===== src/rtl/shift_seq_pkg.sv =====
// Shared constants and enums for the shift command sequencer.
package shift_seq_pkg;
  localparam int WIDTH = 16;
  localparam int AMT_W = 5;
  localparam int SH_W  = 4;

  typedef enum logic [1:0] {
    OP_LSR = 2'b00,
    OP_ASR = 2'b01,
    OP_LSL = 2'b10,
    OP_RSV = 2'b11
  } op_e;

  typedef enum logic [1:0] {
    ST_IDLE    = 2'b00,
    ST_ISSUE   = 2'b01,
    ST_CAPTURE = 2'b10,
    ST_DONE    = 2'b11
  } state_e;
endpackage


===== src/rtl/shift_seq_if.sv =====
// Command and result handshakes of shift_seq; master = producer/consumer side, slave = sequencer.
interface shift_seq_if;
  import shift_seq_pkg::*;

  logic             in_valid;
  logic             in_ready;
  logic [1:0]       in_op;
  logic [WIDTH-1:0] in_data;
  logic [AMT_W-1:0] in_amt;
  logic             out_valid;
  logic             out_ready;
  logic [WIDTH-1:0] out_data;
  logic             out_err;

  modport slave (
    input  in_valid, in_op, in_data, in_amt, out_ready,
    output in_ready, out_valid, out_data, out_err
  );

  modport master (
    output in_valid, in_op, in_data, in_amt, out_ready,
    input  in_ready, out_valid, out_data, out_err
  );
endinterface


===== src/rtl/shift_seq_bit_reverse16.sv =====
// Combinational 16-bit bit reversal; only built when SHIFT_SEQ_LSL_EN is defined.
`ifdef SHIFT_SEQ_LSL_EN
module bit_reverse16 (
  input  logic [15:0] i_d,
  output logic [15:0] o_q
);
  for (genvar g = 0; g < 16; g++) begin : g_rev
    assign o_q[g] = i_d[15-g];
  end
endmodule
`endif


===== src/rtl/shift_seq.sv =====
// Shift command sequencer driving a registered 16-bit right shifter.
// Define SHIFT_SEQ_LSL_EN to implement op 10 (LSL) via bit reversal; otherwise it is an error op.
module shift_seq
  import shift_seq_pkg::*;
#(
  parameter int CNT_W = 8
) (
  input  logic             clk,
  input  logic             rst,
  shift_seq_if.slave       bus,
  output logic [WIDTH-1:0] sh_a,
  output logic [WIDTH-1:0] sh_fill,
  output logic [SH_W-1:0]  sh_control,
  input  logic [WIDTH-1:0] sh_result,
  output logic [CNT_W-1:0] op_count
);
  state_e           r_state;
  state_e           w_next;
  op_e              w_op;
  logic             w_accept;
  logic             w_legal;
  logic             w_bypass;
  logic             w_sign;
  logic [WIDTH-1:0] w_issue_a;
  logic [WIDTH-1:0] w_issue_fill;
  logic [WIDTH-1:0] w_bypass_data;
  logic [WIDTH-1:0] w_cap_data;

  logic [WIDTH-1:0] r_sh_a;
  logic [WIDTH-1:0] r_sh_fill;
  logic [SH_W-1:0]  r_sh_ctl;
  logic [WIDTH-1:0] r_out_data;
  logic             r_out_err;
  logic [CNT_W-1:0] r_count;

  assign w_op     = op_e'(bus.in_op);
  assign w_accept = bus.in_valid && (r_state == ST_IDLE);
  assign w_bypass = bus.in_amt[AMT_W-1];
  assign w_sign   = bus.in_data[WIDTH-1];

  assign w_issue_fill  = (w_op == OP_ASR) ? {WIDTH{w_sign}} : {WIDTH{1'b0}};
  assign w_bypass_data = (w_op == OP_ASR) ? {WIDTH{w_sign}} : {WIDTH{1'b0}};

`ifdef SHIFT_SEQ_LSL_EN
  logic             r_is_lsl;
  logic [WIDTH-1:0] w_rev_in;
  logic [WIDTH-1:0] w_rev_out;

  bit_reverse16 u_rev_operand (.i_d(bus.in_data), .o_q(w_rev_in));
  bit_reverse16 u_rev_result  (.i_d(sh_result),   .o_q(w_rev_out));

  assign w_legal    = (w_op != OP_RSV);
  assign w_issue_a  = (w_op == OP_LSL) ? w_rev_in : bus.in_data;
  assign w_cap_data = r_is_lsl ? w_rev_out : sh_result;

  // Remember whether the in-flight command needs its result un-reversed.
  always_ff @(posedge clk) begin
    if (rst) begin
      r_is_lsl <= 1'b0;
    end else if (w_accept) begin
      r_is_lsl <= (w_op == OP_LSL);
    end else begin
      r_is_lsl <= r_is_lsl;
    end
  end
`else
  assign w_legal    = (w_op == OP_LSR) || (w_op == OP_ASR);
  assign w_issue_a  = bus.in_data;
  assign w_cap_data = sh_result;
`endif

  // FSM state register.
  always_ff @(posedge clk) begin
    if (rst) begin
      r_state <= ST_IDLE;
    end else begin
      r_state <= w_next;
    end
  end

  // Next-state decode; amounts of 16+ and illegal ops skip the shifter entirely.
  always_comb begin
    w_next = r_state;
    case (r_state)
      ST_IDLE: begin
        if (w_accept) begin
          if (w_legal && !w_bypass) begin
            w_next = ST_ISSUE;
          end else begin
            w_next = ST_DONE;
          end
        end else begin
          w_next = ST_IDLE;
        end
      end
      ST_ISSUE:   w_next = ST_CAPTURE;
      ST_CAPTURE: w_next = ST_DONE;
      ST_DONE: begin
        if (bus.out_ready) begin
          w_next = ST_IDLE;
        end else begin
          w_next = ST_DONE;
        end
      end
      default: w_next = ST_IDLE;
    endcase
  end

  // Shifter drive, result capture and completion counter.
  always_ff @(posedge clk) begin
    if (rst) begin
      r_sh_a     <= '0;
      r_sh_fill  <= '0;
      r_sh_ctl   <= '0;
      r_out_data <= '0;
      r_out_err  <= 1'b0;
      r_count    <= '0;
    end else begin
      if (w_next == ST_ISSUE) begin
        r_sh_a    <= w_issue_a;
        r_sh_fill <= w_issue_fill;
        r_sh_ctl  <= bus.in_amt[SH_W-1:0];
      end else begin
        r_sh_a    <= '0;
        r_sh_fill <= '0;
        r_sh_ctl  <= '0;
      end

      if (w_accept && (w_next == ST_DONE)) begin
        r_out_data <= w_legal ? w_bypass_data : {WIDTH{1'b0}};
        r_out_err  <= ~w_legal;
      end else if (r_state == ST_CAPTURE) begin
        r_out_data <= w_cap_data;
        r_out_err  <= 1'b0;
      end else begin
        r_out_data <= r_out_data;
        r_out_err  <= r_out_err;
      end

      if ((r_state == ST_DONE) && bus.out_ready) begin
        r_count <= r_count + CNT_W'(1);
      end else begin
        r_count <= r_count;
      end
    end
  end

  assign bus.in_ready  = (r_state == ST_IDLE);
  assign bus.out_valid = (r_state == ST_DONE);
  assign bus.out_data  = r_out_data;
  assign bus.out_err   = r_out_err;
  assign sh_a          = r_sh_a;
  assign sh_fill       = r_sh_fill;
  assign sh_control    = r_sh_ctl;
  assign op_count      = r_count;
endmodule

===== src/flat_wrapper.sv =====
// flat-port wrapper written by rule: the top's interface ports become plain ports
module shift_seq_flat import shift_seq_pkg::*;
#(
  parameter int CNT_W = 8
)
  (clk, rst, sh_a, sh_fill, sh_control, sh_result, op_count, bus_in_valid, bus_in_op, bus_in_data, bus_in_amt, bus_out_ready, bus_in_ready, bus_out_valid, bus_out_data, bus_out_err);
  shift_seq_if bus_i ();
  input  logic clk;
  input  logic rst;
  output logic [WIDTH-1:0] sh_a;
  output logic [WIDTH-1:0] sh_fill;
  output logic [SH_W-1:0] sh_control;
  input  logic [WIDTH-1:0] sh_result;
  output logic [CNT_W-1:0] op_count;
  input wire logic [$bits(bus_i.in_valid)-1:0] bus_in_valid;
  input wire logic [$bits(bus_i.in_op)-1:0] bus_in_op;
  input wire logic [$bits(bus_i.in_data)-1:0] bus_in_data;
  input wire logic [$bits(bus_i.in_amt)-1:0] bus_in_amt;
  input wire logic [$bits(bus_i.out_ready)-1:0] bus_out_ready;
  output wire logic [$bits(bus_i.in_ready)-1:0] bus_in_ready;
  output wire logic [$bits(bus_i.out_valid)-1:0] bus_out_valid;
  output wire logic [$bits(bus_i.out_data)-1:0] bus_out_data;
  output wire logic [$bits(bus_i.out_err)-1:0] bus_out_err;
  assign bus_i.in_valid = bus_in_valid;
  assign bus_i.in_op = bus_in_op;
  assign bus_i.in_data = bus_in_data;
  assign bus_i.in_amt = bus_in_amt;
  assign bus_i.out_ready = bus_out_ready;
  assign bus_in_ready = bus_i.in_ready;
  assign bus_out_valid = bus_i.out_valid;
  assign bus_out_data = bus_i.out_data;
  assign bus_out_err = bus_i.out_err;
  shift_seq #(.CNT_W(CNT_W)) u_core (.clk(clk), .rst(rst), .bus(bus_i), .sh_a(sh_a), .sh_fill(sh_fill), .sh_control(sh_control), .sh_result(sh_result), .op_count(op_count));
endmodule

===== config.mk =====
export PLATFORM = sky130hd
export DESIGN_NAME = shift_seq_flat
export DESIGN_NICKNAME = d
export VERILOG_FILES = /design/src/rtl/shift_seq_pkg.sv /design/src/rtl/shift_seq_if.sv /design/src/rtl/shift_seq_bit_reverse16.sv /design/src/rtl/shift_seq.sv /design/src/flat_wrapper.sv
export SDC_FILE = /design/constraint.sdc
export NUM_CORES = 1
export LEC_CHECK = 0
export CORE_MARGIN = 3
export CORE_UTILIZATION = 39
export DETAILED_ROUTE_END_ITERATION = 10
export PLACE_DENSITY_LB_ADDON = 0.12
export SYNTH_ARGS = -nofsm -noshare
export SYNTH_HDL_FRONTEND = slang
export SYNTH_SLANG_ARGS = --single-unit
export TNS_END_PERCENT = 30

===== constraint.sdc =====
create_clock -name clk -period 1.75 [get_ports clk]
set_clock_uncertainty 0.2 [all_clocks]
set_input_delay 0.4375 -clock clk [delete_from_list [all_inputs] [get_ports clk]]
set_output_delay 0.4375 -clock clk [all_outputs]
set_load 0.03 [all_outputs]

==> results of run 1 <==
## metrics by stage
step	setup slack [ns]	instance area [sq um]	TNS [ns]	power (W)	util (%)
global placement	-0.277	3120	-10.60	0.00192	63.5
detailed placement	-0.351	3120	-11.80	0.00193	63.5
floorplan	0.0137	2050	0	0.00162	-
global route	0.00450	3270	0	0.00278	66.5
CTS	-0.0494	3180	-0.0880	0.00266	64.8
finish	0.0387	3270	0	0.00267	66.5
## state kept, by name, indices dropped and copies added (netlist names)
register             cells
u_core.sh_a             16
u_core.bus.out_err       1
u_core.op_count          8
u_core.sh_control        4
u_core.r_state           2
u_core.bus.out_data     16
u_core.sh_fill           1
## worst max path at each step
| stage | from | to | cells after the start |
|---|---|---|---|
| finish | u_core.r_state[0] | bus_out_valid | 3 |
| global route | u_core.op_count[5] | op_count[5] | 1 |
| CTS | u_core.r_state[0] | bus_out_valid | 3 |
| detailed placement | bus_out_ready | u_core.op_count[6] | 4 |
| global placement | bus_out_ready | u_core.op_count[6] | 4 |
| floorplan | u_core.r_state[1] | u_core.sh_a[1] | 5 |
## layer usage
metal	part of all wire [%]	global-route usage (%)	vias to the layer above
met2	47	28.2	69
met5	0	0	-
met3	7.9	5.16	6
met4	0.92	5.24	0
li1	-	-	905
met1	45	23.1	854
## cells by family after synthesis
logic type	share of synthesized area, %
and+or+nand+nor	14.3
xor gates and xnor gates	0.853
AOI/OAI and AO/OA	17.4
buffers and inverters	11.7
muxes	8.29
DFF	46.8
adders and majority gates	0.609
## area by class of cell
type / count / area, sq um / area share (%)
Timing Repair Buffer: 130 / 1220 / 37.3
Sequential cell: 48 / 970 / 29.7
Multi-Input combinational cell: 114 / 876 / 26.8
Tap cell: 67 / 83.8 / 2.57
Clock buffer: 6 / 72.6 / 2.22
Clock inverter: 2 / 35.0 / 1.07
Inverter: 3 / 11.3 / 0.345
## what timing repair did
action | 4_1_cts | 5_1_grt
hold endpoints to repair | 0 | 0
endpoints found under the setup margin | 66 | 27
buffers inserted | 0 | 1
gates cloned | 0 | 1
pin swaps | 0 | 3
resized for setup | 48 | 17
## critical path: stages, from the launching register on
cell and delay (ns):
dfxtp_4 0.37, buf_6 0.13, and2_4 0.15, buf_6 0.13
## power breakdown
group	leakage, nW	internal [W]	switching, W
sequential	0.394	0.00116	0.0000388
clock	0.0552	0.000424	0.000367
combinational	1.06	0.000316	0.000362
## cell usage in the layout (no fill, tap or decap), types with 2 or more instances in the layout
| cell | Yosys | final |
|---|---|---|
| o21ai_0 | 3 | 3 |
| or4_1 | 3 | 2 |
| a21oi_2 | 1 | 2 |
| a211oi_1 | 15 | 15 |
| mux2i_1 | 17 | 17 |
| nor2b_1 | 2 | 2 |
| buf_4 | 16 | 38 |
| nand3_1 | 3 | 3 |
| clkdlybuf4s15_1 | 0 | 2 |
| nor2_1 | 4 | 3 |
| dfxtp_4 | 0 | 2 |
| dlygate4sd2_1 | 0 | 41 |
| or3_1 | 3 | 3 |
| nor3b_1 | 21 | 20 |
| buf_12 | 0 | 3 |
| clkdlybuf4s50_1 | 0 | 38 |
| clkbuf_8 | 0 | 5 |
| nand2_1 | 2 | 2 |
| o31ai_1 | 3 | 3 |
| a21oi_1 | 22 | 21 |
| dlymetal6s2s_1 | 0 | 4 |
| buf_6 | 6 | 2 |
| dfxtp_1 | 48 | 45 |
| inv_1 | 2 | 2 |
| nand4_1 | 2 | 2 |
==> results.sh, run 1 <==
export IMPL_rsz0062_at_grt="false"
export IMPL_drcViolationCount=0
export IMPL_r2r_cells=5
export IMPL_cp_max_fo=5
export IMPL_synth_top_area_share_pct=46.8
export IMPL_nFillCells=429
export IMPL_cts_buffer_depth=2
export IMPL_overflow=0
export IMPL_hp_class="input pin to flop"
export IMPL_max_slew_margin_rel_pct=78.6
export IMPL_fin_cells=370
export IMPL_critPathArrivalTime_ns=1.07
export IMPL_max_cap_viol_count=0
export IMPL_end_kind="output pin"
export IMPL_synth_area_sq_um=2050
export IMPL_holdPathStages=3
export IMPL_ir_drop_mv=0.490
export IMPL_wire_per_inst_um=15.0
export IMPL_num_rows=25
export IMPL_drive_gt1_share_pct=22.4
export IMPL_async_flop_share_pct=0
export IMPL_hold_violations=0
export IMPL_synth_most_common_cell="dfxtp_1"
export IMPL_cts_buffers=5
export IMPL_die_h_um=78.6
export IMPL_start_util_pct=41.8
export IMPL_htreeDepth=2
export IMPL_cts_root_buf="clkbuf_8"
export IMPL_nets=346
export IMPL_grt_pass1_vias=1733
export IMPL_whs_ns=0.284
export IMPL_hold_buffers=0
export IMPL_drtAntennaViolNets=0
export IMPL_synthesis_nets=240
export IMPL_power_leakage_nw=1.51
export IMPL_area_growth_pct=59.0
export IMPL_vias_per_cell=4.96
export IMPL_drv_slew=0
export IMPL_pin_count=106
export IMPL_finalSetupViolCount=0
export IMPL_synth_distinct_cells=34
export IMPL_insertion_delay_ns=0.30
export IMPL_grt_max_degree=27
export IMPL_clock_sinks=48
export IMPL_postSynthAreaPerCell_sq_um=10.5
export IMPL_cellPowerDensity_nw_per_um2=817
export IMPL_drt_pass1_iter_count=4
export IMPL_drt_total_wl_mm=5.54
export IMPL_antenna_found_initial=0
export IMPL_die_w_um=78.6
export IMPL_synth_edf_count=0
export IMPL_dieArea_sq_um=6170
export IMPL_worstSetupStartpointType="flop"
export IMPL_dpl_hpwl_mm=3.92
export IMPL_hold_start="bus_in_op[1]"
export IMPL_path_class="flop to output pin"
export IMPL_clk_pin_slew_ns=0.08
export IMPL_core_sq_um=4910
export IMPL_ys_seq_area_share_pct=46.8
export IMPL_synthFlopType="dfxtp_1"
export IMPL_yosys_area_top_type="dfxtp_1"
export IMPL_cp_data_required_time_ns=1.11
export IMPL_outcome="finished clean"
export IMPL_min_to="u_core.bus.out_err"
export IMPL_r2r_end="u_core.op_count[6]"
export IMPL_diodes=0
export IMPL_finalWorstPathRequiredPeriod_ns=1.71
export IMPL_grt_usage_pct=17.7
export IMPL_gp_congestion=0.711
export IMPL_min_period_over_period_pct=97.8
export IMPL_grt_pass1_wl_mm=8.81
export IMPL_dr_first_iter_drc_count=81
export IMPL_tightestPinTransition_ns=0.322
export IMPL_synth_area_leaders="dfxtp_1, mux2i_1, nor3b_1, buf_4, a211oi_1"
export IMPL_vias=1834
export IMPL_tritoncts="done"
export IMPL_port_buffer_count=105
export IMPL_r2r_slack_ns=0.11
export IMPL_fmax_mhz=584
export IMPL_syn_inst=196
export IMPL_yosys_top_cells_count="dfxtp_1, a21oi_1, nor3b_1, mux2i_1, buf_4"
export IMPL_dpl_cell_count=360
export IMPL_ys_ff_latch=48
export IMPL_ys_warn_count=0
export IMPL_regToRegStartpoint="u_core.op_count[1]"
No activity file was read; power rests on OpenSTA's default activity.
==> run 2, diff against run 1 <==
Settings changed: CTS_CLUSTER_SIZE from default to 14.
==> results of run 2 <==
Final layout, timing and power as in run 1 (identical DEF).
==> run 3, diff against run 2 <==
Clock period 1.75 ns to 1.8 ns, I/O delays scaled along.
==> run 3 against run 2 <==
Net effect: cell area is 1.1% lower; final cell count fell by 0.81%; die area stayed put; hold slack better by 0.016 ns; count of clock-buffer cells in the layout rose by 1; sequential power decreased by 3%; utilization down 0.74 points; global-route usage decreased by 0.33 points; critical path type unchanged; critical endpoint unchanged; highest routed layer unchanged.
==> results.sh, run 3 (synthesis gave the netlist of run 1 again) <==
export IMPL_drv_slew=0
export IMPL_dieArea_sq_um=6170
export IMPL_crit_chain="buf_4 -> and2_4 -> buf_6"
export IMPL_hold_violations=0
export IMPL_area_growth_pct=57.3
export IMPL_grt_max_degree=27
export IMPL_cp_data_required_time_ns=1.15
export IMPL_hp_class="flop to flop"
export IMPL_rsz0062_at_grt="false"
export IMPL_ir_drop_mv=0.497
export IMPL_wl_met1_mm=2.36
export IMPL_cp_max_fo=4
export IMPL_gp_congestion=0.756
export IMPL_dpl_hpwl_mm=3.86
export IMPL_combPwrFrac_pct=24.5
export IMPL_path_class="flop to output pin"
export IMPL_insertion_delay_ns=0.29
export IMPL_drcViolationCount=0
export IMPL_max_slew_margin_rel_pct=78.9
export IMPL_intPower_w=0.00192
export IMPL_fmax_mhz=574
export IMPL_multi_input_area_sq_um=858
export IMPL_layout_common_cells="dlygate4sd2_1, dfxtp_1, clkdlybuf4s50_1, buf_4, a21oi_1"
export IMPL_critPathBufInv=2
export IMPL_antenna_found_initial=0
export IMPL_fin_area_sq_um=3230
export IMPL_drt_total_wl_mm=5.33
export IMPL_r2r_slack_ns=0.21
export IMPL_min_to="u_core.bus.out_err"
export IMPL_cts_buffer_depth=2
export IMPL_regToRegStartpoint="u_core.op_count[0]"
export IMPL_hold_start="u_core.bus.out_err"
export IMPL_r2r_cells=5
export IMPL_crit_family="flip-flops"
export IMPL_r2r_end="u_core.op_count[6]"
export IMPL_end_kind="output pin"
export IMPL_die_w_um=78.6
export IMPL_pin_count=106
export IMPL_hold_buffers=0
export IMPL_htreeDepth=2
export IMPL_wl_met2_mm=2.55
export IMPL_clk_pin_slew_ns=0.09
export IMPL_min_period_over_period_pct=96.9
export IMPL_outcome="finished clean"
export IMPL_drt_pass1_iter_count=4
export IMPL_cpMaxStageDelayCell="dfxtp_4"
export IMPL_regArea_sq_um=970
export IMPL_diodes=0
export IMPL_tightestPinTransition_ns=0.318
export IMPL_start_util_pct=41.8
export IMPL_critPathMaxStageDelay_ns=0.36
export IMPL_met3_length_um=359
export IMPL_finalSetupViolCount=0
export IMPL_worstSetupStartpointType="flop"
export IMPL_cts_buffers=5
export IMPL_wire_per_inst_um=14.5
export IMPL_holdPathStages=2
export IMPL_overflow=0
export IMPL_grt_usage_pct=17.4
export IMPL_core_sq_um=4910
export IMPL_grt_pass1_wl_mm=8.63
export IMPL_vias_per_cell=4.89
export IMPL_drtAntennaViolNets=0
export IMPL_critPathArrivalTime_ns=1.09
export IMPL_vias=1794
export IMPL_dr_first_iter_drc_count=66
export IMPL_port_buffer_count=105
export IMPL_switchingPower_w=0.000732
export IMPL_max_cap_viol_count=0
export IMPL_clock_sinks=48
export IMPL_p_clk_share_pct=31.6
export IMPL_nFillCells=427
export IMPL_nets=343
export IMPL_fin_cells=367
export IMPL_power_leakage_nw=1.50
export IMPL_cellPowerDensity_nw_per_um2=820
export IMPL_switching_share_pct=27.6
export IMPL_cts_root_buf="clkbuf_8"
export IMPL_dpl_cell_count=358
export IMPL_finalWorstPathRequiredPeriod_ns=1.74
export IMPL_seqPwrFrac_pct=43.9
export IMPL_tritoncts="done"
export IMPL_dpl_cell_area_sq_um=3120
export IMPL_num_rows=25
export IMPL_grt_pass1_vias=1768
export IMPL_drive_gt1_share_pct=20.3
export IMPL_highest_layer="met4"
export IMPL_die_h_um=78.6
[run 3: final cells by class]
class	instances	share of cell area (%)
repair buffers	127	36.5
well taps	67	2.60
clock buffers	7	2.98
multi-input cells	114	26.6
inverters	3	0.349
flip-flops and latches	48	30.0
clock inverters	1	0.930
[run 3: worst max-delay path by stage]
stage / startpoint / end / slack (ns) / cells after the start
2_1_floorplan: u_core.r_state[1] / u_core.sh_a[1] / 0.06 / 5
3_3_place_gp: bus_in_op[1] / u_core.bus.out_data[6] / -0.25 / 5
3_5_place_dp: bus_in_op[1] / u_core.bus.out_data[5] / -0.30 / 5
4_1_cts: u_core.r_state[0] / bus_out_valid / -0.002 / 3
5_1_grt: u_core.op_count[6] / op_count[6] / 0.002 / 1
6_report: u_core.r_state[0] / bus_out_valid / 0.06 / 3
[run 3: per-layer routing]
metal	global-route usage, %	vias up
li1	-	895
met1	22.2	828
met2	28.7	64
met3	4.24	7
met4	5.59	0
met5	0	-
[run 3: through the flow]
stage / hold WS (ns) / util [%] / setup slack (ns) / TNS, ns / total power [W]
floorplan: 0.402 / - / 0.0637 / 0 / 0.00157
global placement: 0.278 / 63.6 / -0.252 / -9.02 / 0.00187
detailed placement: 0.283 / 63.6 / -0.298 / -9.74 / 0.00188
CTS: 0.300 / 65.2 / -0.00152 / -0.00152 / 0.00267
global route: 0.330 / 65.8 / 0.00237 / 0 / 0.00278
finish: 0.300 / 65.8 / 0.0566 / 0 / 0.00265
[run 3: power groups by stage]
stage | clock [W] | combinational, W | sequential (W)
6_report | 0.000836 | 0.000650 | 0.00116
5_1_grt | 0.000913 | 0.000694 | 0.00117
4_1_cts | 0.000859 | 0.000649 | 0.00117
3_5_place_dp | 0 | 0.000685 | 0.00119
3_3_place_gp | 0 | 0.000679 | 0.00119
2_1_floorplan | 0 | 0.000275 | 0.00130
[run 3: worst register-to-register path, stage by stage, from the launching register on]
cell,delay [ns]
dfxtp_1,0.34
buf_4,0.12
ha_1,0.15
nand4_1,0.16
or4_1,0.43
a21oi_1,0.14
[run 3: timing repair]
item / CTS / global route
setup endpoints to repair: 63 / 22
pin swaps: 0 / 0
buffers inserted: 0 / 1
resized for setup: 51 / 8
